File: src/rtl/fgen_ctrl.sv
// SPI-commanded waveform controller: assembles 32-bit commands from SPI bytes,
// writes waveform samples and plays them back to a DAC at a programmable rate.
module fgen_ctrl #(
  parameter int ADDR_W = 8,
  parameter int DATA_W = 14,
  parameter int DIV_W  = 16
) (
  input  logic              clk,
  input  logic              i_Rst_L,
  input  logic              rx_dv,
  input  logic [7:0]        rx_byte,
  input  logic              cs_n,
  output logic              mem_we,
  output logic [ADDR_W-1:0] mem_addr,
  output logic [DATA_W-1:0] mem_din,
  output logic              dac_enable,
  output logic              busy,
  output logic              cmd_err,
  output logic [7:0]        led
);

  localparam logic [3:0] OP_WRITE   = 4'h1;
  localparam logic [3:0] OP_RUN     = 4'h2;
  localparam logic [3:0] OP_STOP    = 4'h3;
  localparam logic [3:0] OP_SET_DIV = 4'h4;

  typedef enum logic [1:0] {S_IDLE, S_WRITE, S_PRIME, S_RUN} state_e;

  state_e state, state_nxt;

  logic [1:0]        byte_cnt;
  logic [23:0]       byte_sr;
  logic [31:0]       cmd;
  logic              cmd_valid;
  logic              armed;

  logic [DIV_W-1:0]  div;
  logic [DIV_W-1:0]  div_cnt;
  logic [ADDR_W-1:0] last_addr;
  logic              err_latch;
  logic              last_write;

  logic              acc_write, acc_run, acc_stop, acc_div, reject;
  logic              accepted, playing;
  logic [3:0]        opcode;
  logic [ADDR_W-1:0] wr_addr;
  logic              unused_cmd_bits;

  assign opcode          = cmd[31:28];
  assign wr_addr         = cmd[14+ADDR_W-1:14];
  assign playing         = (state == S_PRIME) || (state == S_RUN);
  assign accepted        = acc_write | acc_run | acc_stop | acc_div;
  assign unused_cmd_bits = ^cmd;

  // Byte assembler. 'armed' stays low after reset until cs_n is seen high, so a
  // frame already in flight when reset releases can never be half-accepted.
  always_ff @(posedge clk or negedge i_Rst_L) begin
    if (!i_Rst_L) begin
      byte_cnt  <= '0;
      byte_sr   <= '0;
      cmd       <= '0;
      cmd_valid <= 1'b0;
      armed     <= 1'b0;
    end else begin
      // NOTE: registers are updated with <= so every block samples pre-edge values.
      cmd_valid <= 1'b0;
      if (cs_n) begin
        byte_cnt <= '0;
        armed    <= 1'b1;
      end else if (rx_dv && armed) begin
        byte_cnt <= byte_cnt + 2'd1;
        byte_sr  <= {byte_sr[15:0], rx_byte};
        if (byte_cnt == 2'd3) begin
          cmd       <= {byte_sr, rx_byte};
          cmd_valid <= 1'b1;
        end
      end
    end
  end

  always_ff @(posedge clk or negedge i_Rst_L) begin
    if (!i_Rst_L) state <= S_IDLE;
    else          state <= state_nxt;
  end

  always_comb begin
    // NOTE: every output of this block gets a default first so no latch is inferred.
    state_nxt = state;
    acc_write = 1'b0;
    acc_run   = 1'b0;
    acc_stop  = 1'b0;
    acc_div   = 1'b0;
    reject    = 1'b0;
    if (state == S_WRITE) state_nxt = S_IDLE;
    if (state == S_PRIME) state_nxt = S_RUN;
    if (cmd_valid) begin
      case (opcode)
        OP_WRITE: begin
          if (playing) reject = 1'b1;
          else begin
            acc_write = 1'b1;
            state_nxt = S_WRITE;
          end
        end
        OP_RUN: begin
          if (!playing) begin
            acc_run   = 1'b1;
            state_nxt = S_PRIME;
          end
        end
        OP_STOP: begin
          if (state != S_IDLE) begin
            acc_stop  = 1'b1;
            state_nxt = S_IDLE;
          end
        end
        OP_SET_DIV: begin
          if (playing) reject = 1'b1;
          else         acc_div = 1'b1;
        end
        default: reject = 1'b1;
      endcase
    end
  end

  always_ff @(posedge clk or negedge i_Rst_L) begin
    if (!i_Rst_L) begin
      mem_addr   <= '0;
      mem_din    <= '0;
      div        <= '0;
      div_cnt    <= '0;
      last_addr  <= '0;
      cmd_err    <= 1'b0;
      err_latch  <= 1'b0;
      last_write <= 1'b0;
    end else begin
      cmd_err <= reject;
      if (reject)        err_latch <= 1'b1;
      else if (accepted) err_latch <= 1'b0;
      if (accepted) last_write <= acc_write;
      if (acc_div)  div <= cmd[DIV_W-1:0];

      if (acc_write) begin
        mem_addr <= wr_addr;
        mem_din  <= DATA_W'(cmd[13:0]);
        if (wr_addr > last_addr) last_addr <= wr_addr;
      end else if (acc_run) begin
        mem_addr <= '0;
        div_cnt  <= '0;
      end else if (acc_stop) begin
        mem_addr <= '0;
        if (cmd[0]) last_addr <= '0;
      end else if (state == S_RUN) begin
        // Each sample is held div+1 clocks; the counter restarts on every advance.
        if (div_cnt == div) begin
          div_cnt  <= '0;
          mem_addr <= (mem_addr >= last_addr) ? '0 : mem_addr + ADDR_W'(1);
        end else begin
          div_cnt <= div_cnt + DIV_W'(1);
        end
      end
    end
  end

  assign mem_we     = (state == S_WRITE);
  assign dac_enable = (state == S_RUN);
  assign busy       = (state != S_IDLE);

  always_comb begin
    led = 8'd0;
    if (err_latch)       led = 8'd8;
    else if (playing)    led = 8'd2;
    else if (last_write) led = 8'd1;
  end

endmodule

File: config.mk
export PLATFORM = sky130hd
export DESIGN_NAME = fgen_ctrl
export DESIGN_NICKNAME = d
export VERILOG_FILES = /design/src/rtl/fgen_ctrl.sv
export SDC_FILE = /design/constraint.sdc
export NUM_CORES = 1
export LEC_CHECK = 0
export CORE_MARGIN = 2
export CORE_UTILIZATION = 50
export DETAILED_ROUTE_END_ITERATION = 7
export GPL_TIMING_DRIVEN = 0
export PLACE_DENSITY = 0.68
export SYNTH_ARGS = -nofsm -noshare
export SYNTH_HDL_FRONTEND = slang
export SYNTH_SLANG_ARGS = --single-unit
File: constraint.sdc
create_clock -name clk -period 3.3 [get_ports clk]
set_input_delay 0.66 -clock clk [delete_from_list [all_inputs] [get_ports clk]]
set_output_delay 0.66 -clock clk [all_outputs]
set_load 0.03 [all_outputs]
==> summary.txt <==
Floorplan
  – Core area: 10800 µm²
  – Row cnt: 38
  – Initial Util: 51.3%
  – Die Y: 109 µm
  – # IOs: 46
  – Die footprint: 12000 µm²
  – Die extent in x: 109 µm

Drt
  – Vias: 3870
  – Final WL: 11500 µm
  – Routed vias/inst: 5.34
  – TritonRoute pass-1 iters: 4
  – DRC: 0
  – Iter 0 DRT Violations: 128
  – Final antenna-violating net count: 0
  – Wirelength per Cell: 15.8 µm

Pwr
  – Clock share of power: 46.4%
  – P_sw: 0.925 mW
  – Sequential fraction of design power: 44.2%
  – Int Power: 2.79 mW
  – Comb pwr share: 9.5%
  – VDD IR-drop max: 349 µV
  – Power Density: 550 nW/µm²
  – Static Leakage: 3.15 nW
  – Net Sw Frac: 24.9%

Critical path
  – CP Max Fanout: 10
  – CP Class: reg2out
  – Critical path's slowest cell: clkdlybuf4s50_1
  – Crit path largest cell delay: 600 ps
  – CP endpoint kind: primary output
  – Crit-path cells: buf_2 -> or2_2 -> clkdlybuf4s50_1
  – WP data required: 2640 ps
  – CP Buf/Inv Count: 2
  – Critical path arrival: 2040 ps
  – CP top delay family: buffers and inverters
  – Worst Setup Start Kind: flip-flop

GRT
  – Initial antenna violation count: 0
  – Vias in the first global route: 3825
  – Total gr overflow: 0
  – First-pass GRT wire length: 19200 µm
  – Pin count of the biggest net entering global routing: 77
  – Overall routing resource usage: 21.4%

Final layout
  – Final nets: 603
  – Most frequent cells in the layout: dfrtp_1 (117), nand2_1 (100), mux2_2 (52)
  – # diodes: 0
  – Commonest non-fill, non-tap cell in the layout: dfrtp_1
  – Layout cell share with drive strength beyond 1: 19.0%
  – Layout fillers: 912
  – Area grow syn2layout: 21.3%

CTS
  – Setup bufs post-CTS: 0
  – Num CTS Buffers: 17
  – Clock Latency Late Sink: 520 ps
  – CTS H-tree lvls: 4
  – Cts repair resizes: 0
  – CTS clk-pin slew, worst paths: 60 ps
  – Clk buf depth: 2
  – Root Driver: clkbuf_8
  – Cts hold-fix bufs: 0
  – Num Clock Sinks: 117
  – CTS tree: yes

Placement
  – Final GP Congestion: 0.840
  – Port bufs: 40
  – Post-DP HPWL: 8310 µm
  – Post-place setup slack: 718 ps

Synth
  – Yosys reg bits: 117
  – Seq/Total Area, Yosys: 52.6%
  – Syn avg cell area: 11.0 µm²
  – Synth cell types: 49
  – Post-synth EDFFs: 0
  – Commonest register cell after synthesis: dfrtp_1
  – Post-Syn Area: 5560 µm²
  – Post-synth ARST share: 100%
  – Yosys warnings: 0
  – Syn Inst Count: 508

Timing
  – Worst Setup Slack, final: 600 ps
  – Part of the cycle the worst path needs: 81.8%
  – Slew margin rel.: 43.2%
  – Final setup viols: 0
  – Fmax: 370 MHz
  – Final min period: 2700 ps
  – Final hold viol count: 0
  – RSZ-0062 raised after global routing: no
  – Worst slew pin tran: 845 ps
  – Final Slew Violations: 0
  – Skew final: 9.17 ps
  – Setup TNS: 0 ps

Job
  – Max-cap violations: 0

Run status
  – Status: finished, final reports clean

Hold path
  – Hold crit path type: in2async
## cell usage after synthesis, types with 2 or more instances
master	instances	share of area, %
dfrtp_1	117	53
nand2_1	100	6.7
mux2_2	52	11
xnor2_1	28	4.4
inv_1	26	1.8
nor2_1	21	1.4
ha_1	19	4.3
o21ai_0	14	1.3
a21oi_1	12	1.1
clkbuf_1	10	0.67
nand3_1	10	0.90
mux2i_1	9	1.6
nand4_1	8	0.90
or3_1	8	0.90
nor3_1	7	0.63
buf_4	6	0.81
nor4_1	5	0.56
o211ai_1	5	0.67
buf_2	4	0.36
o21a_1	4	0.54
or2_2	4	0.45
buf_6	3	0.61
o21ai_1	3	0.27
a21o_1	2	0.27
and2_1	2	0.22
and3_1	2	0.22
and4_1	2	0.31
nand2b_1	2	0.22
nor2b_1	2	0.22
nor3b_1	2	0.27
## state kept, by name (all words and copies together), names as in the netlist, 2 cells and up
name,flops
mem_din,14
div,16
div_cnt,16
cmd,26
mem_addr,8
state,2
byte_cnt,2
last_addr,8
byte_sr,20
## power groups by stage
| stage | registers (mW) | logic [mW] | clock network [mW] |
|---|---|---|---|
| after floorplan | 1.62 | 0.252 | 0 |
| after global placement | 1.66 | 0.331 | 0 |
| after detailed placement | 1.66 | 0.348 | 0 |
| after CTS | 1.64 | 0.357 | 1.75 |
| after global routing | 1.65 | 0.396 | 1.83 |
| final | 1.64 | 0.351 | 1.72 |
## cell families (layout without fill, tap and decap cells)
family                   Yosys count  in the layout  synth area share [%]
AO/OA/AOI/OAI                     50             50                  6.23
XOR/XNOR                          29             29                  4.57
adder cells (fa/ha/maj)           19             19                  4.27
buffers and inverters             49            122                  4.21
flip-flops                       117            117                  52.6
multiplexers                      61             61                  12.1
other                              1              5                0.0674
AND/OR/NAND/NOR                  182            182                  15.9
## area by class of cell
cell class	count	area, µm²	area share, %
multi-input cells	346	2420	35.8
flip-flops and latches	117	2930	43.4
clock buffers	20	435	6.45
inverters	26	97.6	1.45
clock inverters	12	131	1.95
repair buffers	41	429	6.36
well taps	140	175	2.60
plain buffers	23	136	2.02
## metal layers
metal	global-route usage, %	vias up	share of wire (%)
met1	29.3	1921	47
met4	7.50	0	1.8
met3	6.58	18	3.8
met5	0	-	0
li1	-	1856	-
met2	32.6	75	47
## per-stage QoR
| step | power, mW | cell area, µm² | hold WS [ps] | std cells | utilization [%] |
|---|---|---|---|---|---|
| after floorplan | 1.87 | 5580 | 364 | 512 | - |
| final | 3.71 | 6750 | 52.4 | 725 | 62.3 |
| after CTS | 3.75 | 6750 | 46.1 | 725 | 62.3 |
| after detailed placement | 2.01 | 6180 | 462 | 693 | 57.0 |
| after global placement | 1.99 | 6150 | 453 | 692 | 56.8 |
| after global routing | 3.88 | 6750 | 60.0 | 725 | 62.3 |
## final timing paths
kind                              from  slack, ps  cells past startpoint           to
min in group clk           byte_sr[15]        470                      2  byte_sr[23]
setup / recovery              state[1]        600                      3         busy
max in group asynchronous      i_Rst_L       2560                      2  mem_addr[7]
hold reg to reg            byte_sr[15]        470                      2  byte_sr[23]
hold / removal                 i_Rst_L         50                      1  mem_din[10]
setup reg to reg           mem_addr[5]       1140                      7  mem_addr[5]
No activity file was read; power rests on OpenSTA's default activity.
